### src/rtl/alu_operand_sequencer.sv
// -----------------------------------------------------------------------------
// alu_operand_sequencer
//
// Drives every operand combination {PB,R,Q,P} into the simple ALU, waits the
// ALU settle latency, samples the result S and hands (index, result) pairs to a
// downstream consumer over a valid/ready handshake. One result is produced per
// vector, P varying fastest and PB slowest, until the last (all-ones) vector
// has been accepted.
//
// Parameters
//   W    operand width of P, Q, R
//   RW   result width of S (must not exceed 16 when the signature is built)
//   LAT  clk_in cycles from operand change to a valid S (1..15)
//
// Ports
//   clk_in     in   1       system clock, rising edge
//   rst        in   1       asynchronous, active-high reset
//   start      in   1       begin a sweep (honoured in IDLE/DONE only)
//   abort      in   1       synchronous return to IDLE, beats start/handshake
//   P_out      out  W       operand P to ALU
//   Q_out      out  W       operand Q to ALU
//   R_out      out  W       operand R to ALU
//   PB_out     out  1       mode bit to ALU
//   S_in       in   RW      ALU result
//   res_valid  out  1       res_data/res_idx valid
//   res_ready  in   1       consumer accepts the result
//   res_data   out  RW      captured S
//   res_idx    out  3W+1    vector index {PB,R,Q,P}
//   busy       out  1       high in WAIT/CAPTURE
//   done       out  1       high in DONE
//   sig        out  16      rolling result signature (ALU_SIG_EN builds only)
//
// Build option
//   ALU_SIG_EN  when defined, adds the sig port and its signature register.
// -----------------------------------------------------------------------------
module alu_operand_sequencer #(
    parameter int W   = 4,
    parameter int RW  = 6,
    parameter int LAT = 1
) (
    input  logic              clk_in,
    input  logic              rst,
    input  logic              start,
    input  logic              abort,
    output logic [W-1:0]      P_out,
    output logic [W-1:0]      Q_out,
    output logic [W-1:0]      R_out,
    output logic              PB_out,
    input  logic [RW-1:0]     S_in,
    output logic              res_valid,
    input  logic              res_ready,
    output logic [RW-1:0]     res_data,
    output logic [3*W:0]      res_idx,
    output logic              busy,
    output logic              done
`ifdef ALU_SIG_EN
    ,
    output logic [15:0]       sig
`endif
);

    localparam int IW = 3 * W + 1;

    // The wait counter is sized for the largest supported latency.
    localparam logic [3:0]    CNT_LAST = 4'(LAT - 1);
    localparam logic [IW-1:0] IDX_LAST = '1;

    typedef enum logic [1:0] {
        S_IDLE    = 2'd0,
        S_WAIT    = 2'd1,
        S_CAPTURE = 2'd2,
        S_DONE    = 2'd3
    } state_t;

    state_t        state_q, state_d;
    logic [IW-1:0] idx_q, idx_d;
    logic [3:0]    cnt_q, cnt_d;
    logic          res_valid_d;
    logic [RW-1:0] res_data_d;
    logic [IW-1:0] res_idx_d;
    logic          done_d;

`ifdef ALU_SIG_EN
    logic [15:0]   sig_d;

    // Rotate-left by one, then fold in the zero-extended accepted result.
    function automatic logic [15:0] sig_step(input logic [15:0] s,
                                             input logic [RW-1:0] d);
        return {s[14:0], s[15]} ^ {{(16 - RW){1'b0}}, d};
    endfunction
`endif

    // The operand bus is the index register itself, so operands only move
    // when the index does and never glitch between vectors.
    assign {PB_out, R_out, Q_out, P_out} = idx_q;

    assign busy = (state_q == S_WAIT) || (state_q == S_CAPTURE);

    // ------------------------------------------------------------------
    // Next-state and datapath update
    // ------------------------------------------------------------------
    always_comb begin
        state_d     = state_q;
        idx_d       = idx_q;
        cnt_d       = cnt_q;
        res_valid_d = res_valid;
        res_data_d  = res_data;
        res_idx_d   = res_idx;
        done_d      = done;
`ifdef ALU_SIG_EN
        sig_d       = sig;
`endif

        if (abort) begin
            // Abort wins over start and over a pending handshake.
            state_d     = S_IDLE;
            idx_d       = '0;
            cnt_d       = '0;
            res_valid_d = 1'b0;
            res_data_d  = '0;
            res_idx_d   = '0;
            done_d      = 1'b0;
`ifdef ALU_SIG_EN
            sig_d       = '0;
`endif
        end else begin
            case (state_q)
                S_IDLE, S_DONE: begin
                    if (start) begin
                        state_d = S_WAIT;
                        idx_d   = '0;
                        cnt_d   = '0;
                        done_d  = 1'b0;
`ifdef ALU_SIG_EN
                        sig_d   = '0;
`endif
                    end
                end

                S_WAIT: begin
                    cnt_d = cnt_q + 4'd1;
                    if (cnt_q == CNT_LAST) begin
                        res_data_d  = S_in;
                        res_idx_d   = idx_q;
                        res_valid_d = 1'b1;
                        state_d     = S_CAPTURE;
                    end
                end

                S_CAPTURE: begin
                    // Everything holds until the consumer takes the result.
                    if (res_valid && res_ready) begin
                        res_valid_d = 1'b0;
`ifdef ALU_SIG_EN
                        sig_d       = sig_step(sig, res_data);
`endif
                        if (idx_q == IDX_LAST) begin
                            // Last vector stays on the operand bus.
                            state_d = S_DONE;
                            done_d  = 1'b1;
                        end else begin
                            idx_d   = idx_q + 1'b1;
                            cnt_d   = '0;
                            state_d = S_WAIT;
                        end
                    end
                end

                default: begin
                    state_d = S_IDLE;
                end
            endcase
        end
    end

    // ------------------------------------------------------------------
    // State and output registers
    // ------------------------------------------------------------------
    always_ff @(posedge clk_in or posedge rst) begin
        if (rst) begin
            state_q   <= S_IDLE;
            idx_q     <= '0;
            cnt_q     <= '0;
            res_valid <= 1'b0;
            res_data  <= '0;
            res_idx   <= '0;
            done      <= 1'b0;
`ifdef ALU_SIG_EN
            sig       <= '0;
`endif
        end else begin
            state_q   <= state_d;
            idx_q     <= idx_d;
            cnt_q     <= cnt_d;
            res_valid <= res_valid_d;
            res_data  <= res_data_d;
            res_idx   <= res_idx_d;
            done      <= done_d;
`ifdef ALU_SIG_EN
            sig       <= sig_d;
`endif
        end
    end

endmodule

### config.mk
export PLATFORM = sky130hd
export DESIGN_NAME = alu_operand_sequencer
export DESIGN_NICKNAME = d
export VERILOG_FILES = /design/src/rtl/alu_operand_sequencer.sv
export SDC_FILE = /design/constraint.sdc
export NUM_CORES = 1
export LEC_CHECK = 0
export ABC_AREA = 1
export ABC_CLOCK_PERIOD_IN_PS = 2000
export CORE_MARGIN = 5
export CORE_UTILIZATION = 50
export CTS_CLUSTER_DIAMETER = 60
export DETAILED_ROUTE_END_ITERATION = 8
export GPL_TIMING_DRIVEN = 0
export PLACE_DENSITY = 0.83
export SLEW_MARGIN = 25
export SYNTH_ARGS = -nofsm -noshare
export SYNTH_HDL_FRONTEND = slang
export SYNTH_SLANG_ARGS = --single-unit
### constraint.sdc
create_clock -name clk_in -period 2 [get_ports clk_in]
set_input_delay 0.2 -clock clk_in [delete_from_list [all_inputs] [get_ports clk_in]]
set_output_delay 0.2 -clock clk_in [all_outputs]
set_load 0.01 [all_outputs]
==> impl_results.html, run 1 <==
<table>
<tr><th>Metric</th><th>Value</th></tr>
<tr><th colspan="2">Critical path</th></tr>
<tr><td>Max FO, Critical Path</td><td>4</td></tr>
<tr><td>Arrival time reported for the critical path endpoint</td><td>1.68 ns</td></tr>
<tr><td>Start-to-end type of the worst setup path</td><td>flip-flop to primary output</td></tr>
<tr><td>Required time at the endpoint of the critical path</td><td>1.80 ns</td></tr>
<tr><td>Worst reg2reg startpoint</td><td>state_q[0]</td></tr>
<tr><td>Launching element type of the critical path</td><td>flip-flop</td></tr>
<tr><td>Launching instance or port of the critical path</td><td>state_q[0]</td></tr>
<tr><td>Kind of end point of the critical path</td><td>primary output</td></tr>
<tr><th colspan="2">Clock network</th></tr>
<tr><td>Number of levels the H-tree was split into</td><td>2</td></tr>
<tr><td>Clock-pin slew of the registers on the worst-case setup and hold paths</td><td>0.08 ns</td></tr>
<tr><td>Sink count of the clock tree</td><td>40</td></tr>
<tr><td>Number of hold buffers added after CTS</td><td>0</td></tr>
<tr><td>CTS tree</td><td>yes</td></tr>
<tr><td>Skew-Pair Late Insertion Delay</td><td>0.29 ns</td></tr>
<tr><td>CTS root buffer</td><td>sky130_fd_sc_hd__clkbuf_8</td></tr>
<tr><td>Number of buffers created by CTS</td><td>5</td></tr>
<tr><td>CTS max path bufs</td><td>2</td></tr>
<tr><th colspan="2">Power</th></tr>
<tr><td>Pwr dens</td><td>864.2 nW/um2</td></tr>
<tr><td>Highest ir drop seen on vdd</td><td>664.2 uV</td></tr>
<tr><td>Total leakage power</td><td>1.241 nW</td></tr>
<tr><th colspan="2">Place</th></tr>
<tr><td>Number of port buffers</td><td>45</td></tr>
<tr><td>Weighted congestion reported at the end of routability-driven placement</td><td>0.8722</td></tr>
<tr><td>Pre-CTS setup slack</td><td>-0.1214 ns</td></tr>
<tr><td>Total instance count after detailed placement</td><td>342</td></tr>
<tr><td>DPL Wire Length</td><td>3653 um</td></tr>
<tr><th colspan="2">Die</th></tr>
<tr><td>Floorplan die height</td><td>74.20 um</td></tr>
<tr><td>Floorplan die width</td><td>74.20 um</td></tr>
<tr><td>Die Area</td><td>5506 um2</td></tr>
<tr><td>Effective utilization at floorplan</td><td>51.52%</td></tr>
<tr><td>Site row count</td><td>23</td></tr>
<tr><td>Core area</td><td>4000 um2</td></tr>
<tr><td>Number of primary I/O pins</td><td>46</td></tr>
<tr><th colspan="2">STA</th></tr>
<tr><td>Final setup violation count</td><td>0</td></tr>
<tr><td>Clock period minus final worst setup slack</td><td>1.877 ns</td></tr>
<tr><td>Worst Max-Slew Pin Slew</td><td>0.4905 ns</td></tr>
<tr><td>Max Clk Rate</td><td>532.6 MHz</td></tr>
<tr><td>Fraction of the cycle the final worst path needs</td><td>93.87%</td></tr>
<tr><td>Final Hold Viols</td><td>0</td></tr>
<tr><td>Clock skew</td><td>0.005313 ns</td></tr>
<tr><td>Relative slew slack</td><td>67.18%</td></tr>
<tr><td>Final setup slack of the worst path</td><td>0.1225 ns</td></tr>
<tr><td>Max-slew violations</td><td>0</td></tr>
<tr><th colspan="2">Detailed routing</th></tr>
<tr><td>Number of violations reported at the end of detailed-routing iteration 0</td><td>142</td></tr>
<tr><td>Residual antenna-violating net count after detailed routing</td><td>0</td></tr>
<tr><td>Average vias per placed instance</td><td>5.239</td></tr>
<tr><td>Number of vias after detailed routing</td><td>1844</td></tr>
<tr><td>Drt wl/cell</td><td>13.73 um</td></tr>
<tr><td>Routed wire length</td><td>4834 um</td></tr>
<tr><td>Total DRC errors in the routed layout</td><td>0</td></tr>
<tr><td>First-pass detailed-route iteration total</td><td>4</td></tr>
<tr><th colspan="2">Yosys</th></tr>
<tr><td>Top post-synthesis cells by area</td><td>sky130_fd_sc_hd__dfrtp_1, sky130_fd_sc_hd__nand2_1, sky130_fd_sc_hd__o21ai_0</td></tr>
<tr><td>Synth Register Bits</td><td>40</td></tr>
<tr><td>Number of different library cells in the post-synthesis netlist</td><td>29</td></tr>
<tr><td>Per-instance average area after synthesis</td><td>8.377 um2</td></tr>
<tr><td>Mapped Area</td><td>2061 um2</td></tr>
<tr><td>Register area share after synthesis</td><td>48.57%</td></tr>
<tr><td>Total number of yosys warnings</td><td>0</td></tr>
<tr><td>Cell taking the most area after synthesis</td><td>sky130_fd_sc_hd__dfrtp_1</td></tr>
<tr><td>Share of Yosys cell area claimed by the top area cell type</td><td>48.57%</td></tr>
<tr><td>Number of cells produced by synthesis</td><td>246</td></tr>
<tr><td>Net count after synthesis</td><td>263</td></tr>
<tr><th colspan="2">GRT</th></tr>
<tr><td>Global-route wire length before repair</td><td>8190 um</td></tr>
<tr><td>Initial antenna violation count</td><td>0</td></tr>
<tr><td>Via count of the first global-routing pass</td><td>1765</td></tr>
<tr><td>Maximum number of pins on one net before global-route repair</td><td>22</td></tr>
<tr><td>Total gr overflow</td><td>0</td></tr>
<tr><td>Overall Global Routing Usage</td><td>19.49%</td></tr>
<tr><th colspan="2">Cells and area</th></tr>
<tr><td>Diode count</td><td>0</td></tr>
<tr><td>Layout net count</td><td>318</td></tr>
<tr><td>Fraction of final layout cells sized beyond drive strength 1</td><td>10.26%</td></tr>
<tr><td>Filler Cells Inserted</td><td>337</td></tr>
<tr><td>Non-filler instance count after layout</td><td>352</td></tr>
<tr><td>Relative area change from synthesis to final layout</td><td>31.88%</td></tr>
<tr><th colspan="2">Min path</th></tr>
<tr><td>Path type of the worst min-delay path</td><td>primary input to asynchronous set/reset pin</td></tr>
<tr><th colspan="2">Job</th></tr>
<tr><td>Maxcap violations</td><td>0</td></tr>
<tr><th colspan="2">Run status</th></tr>
<tr><td>Run status</td><td>completed</td></tr>
</table>
[routing by layer]
| metal | vias up | share of wire (%) | track usage [%] |
|---|---|---|---|
| li1 | 913 | - | - |
| met1 | 873 | 42 | 24.27 |
| met2 | 51 | 52 | 33.56 |
| met3 | 7 | 5.2 | 4.189 |
| met4 | 0 | 1.5 | 6.640 |
| met5 | - | 0 | 0 |
[state kept, by name, indices dropped and copies added (netlist names)]
register / flops
done: 1
state_q: 2
res_idx: 13
idx_q: 13
cnt_q: 4
res_valid: 1
res_data: 6
[worst paths after layout]
kind	slack, ns	cells past startpoint	endpoint
worst min register to register	0.49	2	res_idx[0]
worst max register to register	0.15	14	idx_q[0]
worst max-delay path	0.12	4	busy
worst min-delay path	0.25	2	res_idx[7]
max in group asynchronous	1.28	3	idx_q[8]
min in group clk_in	0.49	2	res_idx[0]
[where the power goes]
part	leakage, nW	total (mW)	internal, mW	switching (mW)
logic	0.637	0.854	0.340	0.513
clock network	0.0510	0.550	0.275	0.275
registers	0.553	0.945	0.886	0.0593
total	1.24	2.35	1.50	0.848
[logic make-up (layout without fill, tap and decap cells)]
logic type	Yosys count	count (layout)	share of synthesized area, %
AND/OR/NAND/NOR	118	118	26.72
AO/OA/AOI/OAI	44	44	12.51
flip-flops	40	40	48.57
buffers and inverters	35	91	7.286
adder cells (fa/ha/maj)	6	6	3.643
XOR/XNOR	3	3	1.275
[layout make-up]
cell class / count / area (um2) / share of cell area [%]
Inverter: 30 / 120.1 / 4.420
Clock inverter: 2 / 10.01 / 0.3683
Clock buffer: 6 / 82.58 / 3.039
Tap cell: 50 / 62.56 / 2.302
Buffer: 5 / 35.03 / 1.289
Sequential cell: 40 / 1001 / 36.83
Multi-Input combinational cell: 171 / 913.4 / 33.61
Timing Repair Buffer: 48 / 493.0 / 18.14
[critical path, cell delays in order, from the launching register on]
cell and delay, ns:
sky130_fd_sc_hd__dfrtp_1 0.39, sky130_fd_sc_hd__inv_1 0.06, sky130_fd_sc_hd__ha_1 0.30, sky130_fd_sc_hd__inv_1 0.10, sky130_fd_sc_hd__clkdlybuf4s50_1 0.54
[synth_stat cells]
master and count:
sky130_fd_sc_hd__a21oi_1 3, sky130_fd_sc_hd__a22o_1 7, sky130_fd_sc_hd__buf_2 1, sky130_fd_sc_hd__buf_4 1, sky130_fd_sc_hd__buf_8 1, sky130_fd_sc_hd__clkbuf_1 2
sky130_fd_sc_hd__clkinv_1 1, sky130_fd_sc_hd__dfrtp_1 40, sky130_fd_sc_hd__ha_1 6, sky130_fd_sc_hd__inv_1 27, sky130_fd_sc_hd__inv_2 1, sky130_fd_sc_hd__inv_4 1
sky130_fd_sc_hd__nand2_1 67, sky130_fd_sc_hd__nand2_2 2, sky130_fd_sc_hd__nand2_4 3, sky130_fd_sc_hd__nand3_1 14, sky130_fd_sc_hd__nand4_1 10, sky130_fd_sc_hd__nor2_1 16
sky130_fd_sc_hd__nor2_2 1, sky130_fd_sc_hd__nor2_4 2, sky130_fd_sc_hd__nor2_8 1, sky130_fd_sc_hd__nor3_1 1, sky130_fd_sc_hd__nor4_1 1, sky130_fd_sc_hd__o21ai_0 28
sky130_fd_sc_hd__o21ai_1 2, sky130_fd_sc_hd__o21ai_2 2, sky130_fd_sc_hd__o22ai_1 1, sky130_fd_sc_hd__o31ai_1 1, sky130_fd_sc_hd__xor2_1 3
[through the flow]
step                util, %  instance area, um2   TNS (ns)  hold WS, ns  total power [mW]
floorplan                 -                2061          0       0.2970             1.458
global placement      64.34                2574    -0.9216       0.4649             1.745
detailed placement    65.03                2601     -1.136       0.4722             1.776
CTS                   67.44                2698          0       0.2689             2.336
global route          67.94                2718  -0.003745       0.2901             2.514
finish                67.94                2718          0       0.2524             2.349
[what timing repair did]
item	4_1_cts	5_1_grt
gates resized for setup	1	4
pin swaps	0	1
buffers inserted	0	2
setup endpoints to repair	1	18
[cells in the final DEF (no fill, tap or decap), drive strengths merged]
cell type	n
buf	6
clkbuf	8
nand3	14
clkinv	2
nor4	1
o21ai	32
nand4	10
nand2	72
a22o	7
a21oi	3
xor2	3
clkdlybuf4s50	45
ha	6
nor3	1
dfrtp	40
o22ai	1
o31ai	1
inv	30
nor2	20
Note: power is estimated with default switching activity, not from simulation.
==> run 2, diff against run 1 <==
==> constraint.sdc (replaced) <==
create_clock -name clk_in -period 2 [get_ports clk_in]
set_input_delay 0.5 -clock clk_in [delete_from_list [all_inputs] [get_ports clk_in]]
set_output_delay 0.5 -clock clk_in [all_outputs]
set_load 0.01 [all_outputs]
==> run 2 against run 1 <==
  * Routed wire length rose by 0.58%
  * Utilization decreased by 0.094 points
  * Worst hold slack improved by 0.23 ns
  * Combinational power decreased by 2.5%
  * Critical path depth unchanged
  * Via count grew 0.60%
  * Largest cell class unchanged
  * Flip-flop and latch count unchanged
  * Worst setup slack lost 0.0063 ns
  * Total power decreased by 0.82%
  * Die area stayed put
==> impl_results.html, run 2 (synthesized netlist as in run 1, its figures left out) <==
<table>
<tr><th>Metric</th><th>Value</th></tr>
<tr><th colspan="2">GRT</th></tr>
<tr><td>Maximum number of pins on one net before global-route repair</td><td>22</td></tr>
<tr><td>Overall Global Routing Usage</td><td>19.49%</td></tr>
<tr><td>Via count of the first global-routing pass</td><td>1765</td></tr>
<tr><td>Total gr overflow</td><td>0</td></tr>
<tr><td>Initial antenna violation count</td><td>0</td></tr>
<tr><td>Global-route wire length before repair</td><td>8190 um</td></tr>
<tr><th colspan="2">Critical path</th></tr>
<tr><td>Reg-to-Reg End</td><td>idx_q[0]</td></tr>
<tr><td>Worst R2R Path Depth</td><td>14</td></tr>
<tr><td>Arrival time reported for the critical path endpoint</td><td>1.38 ns</td></tr>
<tr><td>Kind of end point of the critical path</td><td>primary output</td></tr>
<tr><td>Required time at the endpoint of the critical path</td><td>1.50 ns</td></tr>
<tr><td>Worst reg2reg startpoint</td><td>state_q[0]</td></tr>
<tr><td>Launching element type of the critical path</td><td>flip-flop</td></tr>
<tr><td>Slack of the worst reg-to-reg path</td><td>0.17 ns</td></tr>
<tr><td>Start-to-end type of the worst setup path</td><td>flip-flop to primary output</td></tr>
<tr><td>Max FO, Critical Path</td><td>4</td></tr>
<tr><th colspan="2">STA</th></tr>
<tr><td>Worst Max-Slew Pin Slew</td><td>0.4913 ns</td></tr>
<tr><td>Final setup violation count</td><td>0</td></tr>
<tr><td>Unrepaired setup endpoints after global routing</td><td>false</td></tr>
<tr><td>Relative slew slack</td><td>67.13%</td></tr>
<tr><td>Clock period minus final worst setup slack</td><td>1.884 ns</td></tr>
<tr><td>Fraction of the cycle the final worst path needs</td><td>94.19%</td></tr>
<tr><td>Max Clk Rate</td><td>530.9 MHz</td></tr>
<tr><td>Clock skew</td><td>0.005159 ns</td></tr>
<tr><td>Max-slew violations</td><td>0</td></tr>
<tr><td>Final Hold Viols</td><td>0</td></tr>
<tr><th colspan="2">Detailed routing</th></tr>
<tr><td>Number of vias after detailed routing</td><td>1855</td></tr>
<tr><td>Residual antenna-violating net count after detailed routing</td><td>0</td></tr>
<tr><td>Number of violations reported at the end of detailed-routing iteration 0</td><td>128</td></tr>
<tr><td>Drt wl/cell</td><td>13.85 um</td></tr>
<tr><td>Total DRC errors in the routed layout</td><td>0</td></tr>
<tr><td>First-pass detailed-route iteration total</td><td>4</td></tr>
<tr><td>Routed wire length</td><td>4862 um</td></tr>
<tr><td>Average vias per placed instance</td><td>5.285</td></tr>
<tr><th colspan="2">Cells and area</th></tr>
<tr><td>Most common cell after layout, fill and taps aside</td><td>sky130_fd_sc_hd__nand2_1</td></tr>
<tr><td>Sequential cell area</td><td>1001 um2</td></tr>
<tr><td>Filler Cells Inserted</td><td>336</td></tr>
<tr><td>Total area of multi-input combinational cells</td><td>913.4 um2</td></tr>
<tr><td>Diode count</td><td>0</td></tr>
<tr><td>Relative area change from synthesis to final layout</td><td>31.69%</td></tr>
<tr><td>Commonest non-fill, non-tap cells in the layout</td><td>sky130_fd_sc_hd__nand2_1, sky130_fd_sc_hd__clkdlybuf4s50_1, sky130_fd_sc_hd__dfrtp_1, sky130_fd_sc_hd__o21ai_0, sky130_fd_sc_hd__inv_1</td></tr>
<tr><td>Layout net count</td><td>317</td></tr>
<tr><td>Finished layout cell area</td><td>2714 um2</td></tr>
<tr><td>Fraction of final layout cells sized beyond drive strength 1</td><td>9.967%</td></tr>
<tr><td>Top Registers</td><td>idx_q: 13 flops, res_idx: 13 flops, res_data: 6 flops</td></tr>
<tr><th colspan="2">Clock network</th></tr>
<tr><td>Number of levels the H-tree was split into</td><td>2</td></tr>
<tr><td>CTS root buffer</td><td>sky130_fd_sc_hd__clkbuf_8</td></tr>
<tr><td>CTS max path bufs</td><td>2</td></tr>
<tr><td>Skew-Pair Late Insertion Delay</td><td>0.29 ns</td></tr>
<tr><td>Clock-pin slew of the registers on the worst-case setup and hold paths</td><td>0.07 ns</td></tr>
<tr><td>CTS tree</td><td>yes</td></tr>
<tr><td>Sink count of the clock tree</td><td>40</td></tr>
<tr><td>Number of buffers created by CTS</td><td>5</td></tr>
<tr><th colspan="2">Power</th></tr>
<tr><td>Total leakage power</td><td>1.239 nW</td></tr>
<tr><td>Pwr dens</td><td>858.3 nW/um2</td></tr>
<tr><td>Highest ir drop seen on vdd</td><td>664.1 uV</td></tr>
<tr><td>Final Total Pwr</td><td>2.329 mW</td></tr>
<tr><th colspan="2">Die</th></tr>
<tr><td>Core area</td><td>4000 um2</td></tr>
<tr><td>Site row count</td><td>23</td></tr>
<tr><td>Die Area</td><td>5506 um2</td></tr>
<tr><td>Floorplan die height</td><td>74.20 um</td></tr>
<tr><td>Number of primary I/O pins</td><td>46</td></tr>
<tr><td>Effective utilization at floorplan</td><td>51.52%</td></tr>
<tr><td>Floorplan die width</td><td>74.20 um</td></tr>
<tr><th colspan="2">Place</th></tr>
<tr><td>Weighted congestion reported at the end of routability-driven placement</td><td>0.8722</td></tr>
<tr><td>DP Area</td><td>2601 um2</td></tr>
<tr><td>DPL Wire Length</td><td>3653 um</td></tr>
<tr><td>Number of port buffers</td><td>45</td></tr>
<tr><th colspan="2">Min path</th></tr>
<tr><td>Origin of the worst min-delay path</td><td>res_idx[4]</td></tr>
<tr><td>Min-Delay Endpoint</td><td>res_idx[4]</td></tr>
<tr><td>Hold Crit Depth</td><td>2</td></tr>
<tr><td>Path type of the worst min-delay path</td><td>flip-flop to flip-flop</td></tr>
<tr><th colspan="2">Job</th></tr>
<tr><td>Maxcap violations</td><td>0</td></tr>
<tr><th colspan="2">Run status</th></tr>
<tr><td>Run status</td><td>completed</td></tr>
</table>
run 2: cell types whose count changed in the layout (fill, tap and decap cells not counted), sizes merged:
cell           change
buf                -1
clkdlybuf4s50      -2
clkinv             +1
inv                -1
clkdlybuf4s15      +1
dlygate4sd2        +1
run 2: worst max-delay path, stage by stage, from the launching register on:
cell                              delay [ns]
sky130_fd_sc_hd__dfrtp_1                0.39
sky130_fd_sc_hd__inv_1                  0.06
sky130_fd_sc_hd__ha_1                   0.30
sky130_fd_sc_hd__inv_1                  0.11
sky130_fd_sc_hd__clkdlybuf4s15_1        0.25
run 2: what timing repair did:
| action | 4_1_cts | 5_1_grt |
|---|---|---|
| pin swaps | 0 | 1 |
| setup endpoints to repair | 15 | 19 |
| resized for setup | 4 | 6 |
| hold buffers | 0 | 0 |
| buffers inserted | 0 | 1 |
run 2: worst max path at each step:
stage,slack [ns],startpoint,endpoint,cells past startpoint
after floorplan,0.35,state_q[0],idx_q[0],14
after global placement,-0.40,abort,res_idx[12],7
after detailed placement,-0.42,abort,res_idx[5],7
after CTS,0.03,state_q[0],idx_q[0],14
after global routing,0.01,state_q[1],res_idx[12],7
final,0.12,state_q[0],busy,4
run 2: stage by stage:
step	hold WS, ns	setup TNS (ns)	cells	setup slack (ns)	utilization, %
floorplan	0.4782	0	246	0.3477	-
global placement	0.4649	-18.19	341	-0.3989	64.34
global route	0.5109	0	351	0.01200	67.84
detailed placement	0.4722	-9.385	342	-0.4214	65.03
CTS	0.4909	0	350	0.03444	67.41
finish	0.4857	0	351	0.1162	67.84
run 2: power by group:
| group | internal, mW | switching [mW] | leakage, nW |
|---|---|---|---|
| Sequential | 0.886 | 0.0595 | 0.553 |
| Clock | 0.275 | 0.276 | 0.0510 |
| Combinational | 0.321 | 0.512 | 0.635 |
| Total | 1.48 | 0.848 | 1.24 |
run 2: layout make-up:
class                   instances  area share (%)
plain buffers                   5           1.429
clock buffers                   6           3.043
clock inverters                 2          0.3688
inverters                      30           4.472
multi-input cells             171           33.66
flip-flops and latches         40           36.88
well taps                      50           2.305
repair buffers                 47           17.84
run 2: metal layers:
layer	share of wire [%]	GRT usage [%]	vias up	wire length, um
met1	42	24.27	892	2039
met4	1.5	6.640	0	73
met2	52	33.56	45	2525
met5	0	0	-	0
met3	4.6	4.189	7	224
li1	-	-	911	-
==> run 3, diff against run 2 <==
- CTS_CLUSTER_SIZE: not set -> 28
- RECOVER_POWER: not set -> 100
==> run 3 against run 2 <==
  * Final cell count unchanged
  * Utilization decreased by 0.28 points
  * Clock power about the same
  * Final area decreased by 0.41%
  * Fmax decreased by 0.77%
  * Sequential power about the same
  * Clock-buffer cell count unchanged
  * Critical path type unchanged
  * Critical endpoint is now P_out[1]
==> impl_results.html, run 3 (synthesized netlist as in run 1, its figures left out) <==
<table>
<tr><th>Metric</th><th>Value</th></tr>
<tr><th colspan="2">Job</th></tr>
<tr><td>Maxcap violations</td><td>0</td></tr>
<tr><th colspan="2">Detailed routing</th></tr>
<tr><td>Average vias per placed instance</td><td>5.265</td></tr>
<tr><td>Routed wire length</td><td>4840 um</td></tr>
<tr><td>Residual antenna-violating net count after detailed routing</td><td>0</td></tr>
<tr><td>Total DRC errors in the routed layout</td><td>0</td></tr>
<tr><td>Drt wl/cell</td><td>13.79 um</td></tr>
<tr><td>First-pass detailed-route iteration total</td><td>4</td></tr>
<tr><td>Number of violations reported at the end of detailed-routing iteration 0</td><td>112</td></tr>
<tr><td>Number of vias after detailed routing</td><td>1848</td></tr>
<tr><th colspan="2">Cells and area</th></tr>
<tr><td>Fraction of final layout cells sized beyond drive strength 1</td><td>8.970%</td></tr>
<tr><td>Total area of multi-input combinational cells</td><td>902.1 um2</td></tr>
<tr><td>Commonest non-fill, non-tap cells in the layout</td><td>sky130_fd_sc_hd__nand2_1, sky130_fd_sc_hd__dfrtp_1, sky130_fd_sc_hd__dlygate4sd3_1, sky130_fd_sc_hd__o21ai_0, sky130_fd_sc_hd__inv_1</td></tr>
<tr><td>Top Registers</td><td>idx_q: 13 flops, res_idx: 13 flops, res_data: 6 flops</td></tr>
<tr><td>Filler Cells Inserted</td><td>339</td></tr>
<tr><td>Layout net count</td><td>317</td></tr>
<tr><td>Sequential cell area</td><td>1001 um2</td></tr>
<tr><td>Finished layout cell area</td><td>2703 um2</td></tr>
<tr><td>Diode count</td><td>0</td></tr>
<tr><td>Relative area change from synthesis to final layout</td><td>31.15%</td></tr>
<tr><td>Most common cell after layout, fill and taps aside</td><td>sky130_fd_sc_hd__nand2_1</td></tr>
<tr><th colspan="2">Critical path</th></tr>
<tr><td>Chain of cells forming the critical path</td><td>dlygate4sd3_1</td></tr>
<tr><td>Worst reg2reg startpoint</td><td>state_q[0]</td></tr>
<tr><td>Kind of end point of the critical path</td><td>primary output</td></tr>
<tr><td>Instance count on the critical path</td><td>1</td></tr>
<tr><td>Worst R2R Path Depth</td><td>14</td></tr>
<tr><td>Slack of the worst reg-to-reg path</td><td>0.17 ns</td></tr>
<tr><td>Family of cells with the greatest summed delay on the critical path</td><td>buffers and inverters</td></tr>
<tr><td>Launching element type of the critical path</td><td>flip-flop</td></tr>
<tr><td>Max FO, Critical Path</td><td>6</td></tr>
<tr><td>Launching instance or port of the critical path</td><td>idx_q[1]</td></tr>
<tr><td>Arrival time reported for the critical path endpoint</td><td>1.40 ns</td></tr>
<tr><td>Start-to-end type of the worst setup path</td><td>flip-flop to primary output</td></tr>
<tr><td>Required time at the endpoint of the critical path</td><td>1.50 ns</td></tr>
<tr><td>Max stage delay on crit path</td><td>0.64 ns</td></tr>
<tr><td>Reg-to-Reg End</td><td>idx_q[5]</td></tr>
<tr><td>Critical path endpoint</td><td>P_out[1]</td></tr>
<tr><td>Slowest cell on the critical path</td><td>sky130_fd_sc_hd__dlygate4sd3_1</td></tr>
<tr><td>Critical path buffers and inverters</td><td>1</td></tr>
<tr><th colspan="2">Die</th></tr>
<tr><td>Site row count</td><td>23</td></tr>
<tr><td>Die Area</td><td>5506 um2</td></tr>
<tr><td>Effective utilization at floorplan</td><td>51.52%</td></tr>
<tr><td>Floorplan die height</td><td>74.20 um</td></tr>
<tr><td>Core area</td><td>4000 um2</td></tr>
<tr><td>Number of primary I/O pins</td><td>46</td></tr>
<tr><td>Floorplan die width</td><td>74.20 um</td></tr>
<tr><th colspan="2">Clock network</th></tr>
<tr><td>Sink count of the clock tree</td><td>40</td></tr>
<tr><td>Number of buffers created by CTS</td><td>5</td></tr>
<tr><td>CTS tree</td><td>yes</td></tr>
<tr><td>Skew-Pair Late Insertion Delay</td><td>0.29 ns</td></tr>
<tr><td>Clock-pin slew of the registers on the worst-case setup and hold paths</td><td>0.07 ns</td></tr>
<tr><td>Number of levels the H-tree was split into</td><td>2</td></tr>
<tr><td>CTS max path bufs</td><td>2</td></tr>
<tr><td>CTS root buffer</td><td>sky130_fd_sc_hd__clkbuf_8</td></tr>
<tr><th colspan="2">Place</th></tr>
<tr><td>DPL Wire Length</td><td>3653 um</td></tr>
<tr><td>DP Area</td><td>2601 um2</td></tr>
<tr><td>Number of port buffers</td><td>45</td></tr>
<tr><td>Weighted congestion reported at the end of routability-driven placement</td><td>0.8722</td></tr>
<tr><th colspan="2">GRT</th></tr>
<tr><td>Maximum number of pins on one net before global-route repair</td><td>22</td></tr>
<tr><td>Global-route wire length before repair</td><td>8190 um</td></tr>
<tr><td>Initial antenna violation count</td><td>0</td></tr>
<tr><td>Via count of the first global-routing pass</td><td>1765</td></tr>
<tr><td>Overall Global Routing Usage</td><td>19.49%</td></tr>
<tr><td>Total gr overflow</td><td>0</td></tr>
<tr><th colspan="2">Power</th></tr>
<tr><td>Total leakage power</td><td>1.338 nW</td></tr>
<tr><td>Highest ir drop seen on vdd</td><td>664.5 uV</td></tr>
<tr><td>Pwr dens</td><td>853.1 nW/um2</td></tr>
<tr><th colspan="2">STA</th></tr>
<tr><td>Max-slew violations</td><td>0</td></tr>
<tr><td>Clock skew</td><td>0.003673 ns</td></tr>
<tr><td>Final worst hold slack</td><td>0.4804 ns</td></tr>
<tr><td>Unrepaired setup endpoints after global routing</td><td>false</td></tr>
<tr><td>Clock period minus final worst setup slack</td><td>1.898 ns</td></tr>
<tr><td>Worst Max-Slew Pin Slew</td><td>0.8861 ns</td></tr>
<tr><td>Max Clk Rate</td><td>526.7 MHz</td></tr>
<tr><td>Final setup violation count</td><td>0</td></tr>
<tr><td>Relative slew slack</td><td>40.86%</td></tr>
<tr><td>Final Hold Viols</td><td>0</td></tr>
<tr><td>Fraction of the cycle the final worst path needs</td><td>94.92%</td></tr>
<tr><th colspan="2">Run status</th></tr>
<tr><td>Run status</td><td>completed</td></tr>
<tr><th colspan="2">Min path</th></tr>
<tr><td>Path type of the worst min-delay path</td><td>flip-flop to flip-flop</td></tr>
</table>
## run 3: cell count changes in the layout (fill, tap and decap cells not counted)
| cell | previous run | this run |
|---|---|---|
| sky130_fd_sc_hd__o21ai_2 | 2 | 1 |
| sky130_fd_sc_hd__clkbuf_2 | 0 | 1 |
| sky130_fd_sc_hd__nand2_1 | 67 | 68 |
| sky130_fd_sc_hd__o21ai_1 | 3 | 2 |
| sky130_fd_sc_hd__dlygate4sd3_1 | 0 | 35 |
| sky130_fd_sc_hd__nand2_4 | 3 | 2 |
| sky130_fd_sc_hd__buf_2 | 1 | 0 |
| sky130_fd_sc_hd__o21ai_0 | 27 | 29 |
| sky130_fd_sc_hd__inv_1 | 25 | 26 |
| sky130_fd_sc_hd__clkdlybuf4s50_1 | 43 | 8 |
| sky130_fd_sc_hd__inv_2 | 3 | 2 |
## run 3: worst min path at each step
stage,from,end,slack [ns],depth (start not counted)
4_1_cts,res_idx[0],res_idx[0],0.49,2
2_1_floorplan,state_q[1],state_q[1],0.48,2
3_5_place_dp,res_idx[6],res_idx[6],0.47,2
5_1_grt,res_data[2],res_data[2],0.51,1
6_report,res_idx[0],res_idx[0],0.48,2
3_3_place_gp,res_idx[5],res_idx[5],0.46,2
## run 3: cell type report
type,count,share of cell area [%]
plain buffers,5,1.435
clock buffers,6,3.056
clock inverters,2,0.3704
inverters,30,4.491
multi-input cells,171,33.38
flip-flops and latches,40,37.04
well taps,50,2.315
repair buffers,47,17.92
## run 3: metrics by stage
stage / utilization (%) / std cells / setup TNS, ns / setup slack [ns] / power, mW
2_1_floorplan: - / 246 / 0 / 0.3477 / 1.458
3_3_place_gp: 64.34 / 341 / -18.19 / -0.3989 / 1.745
3_5_place_dp: 65.03 / 342 / -9.385 / -0.4214 / 1.776
4_1_cts: 67.41 / 350 / 0 / 0.03444 / 2.325
5_1_grt: 67.56 / 351 / 0 / 0.01200 / 2.466
6_report: 67.56 / 351 / 0 / 0.1015 / 2.305
## run 3: timing repair
action	CTS	global route
endpoints found under the setup margin	15	19
pin swaps	0	1
hold buffers	0	0
buffers inserted	0	1
resized for setup	4	6
## run 3: routing by layer
metal / GRT usage (%) / vias up / part of all wire (%)
met3: 4.189 / 8 / 3.9
met4: 6.640 / 0 / 1.9
li1: - / 918 / -
met5: 0 / - / 0
met2: 33.56 / 32 / 51
met1: 24.27 / 890 / 43
## run 3: power by group
group | internal, mW | total [mW] | switching (mW)
clock | 0.275 | 0.552 | 0.277
sequential | 0.885 | 0.942 | 0.0569
combinational | 0.302 | 0.811 | 0.510
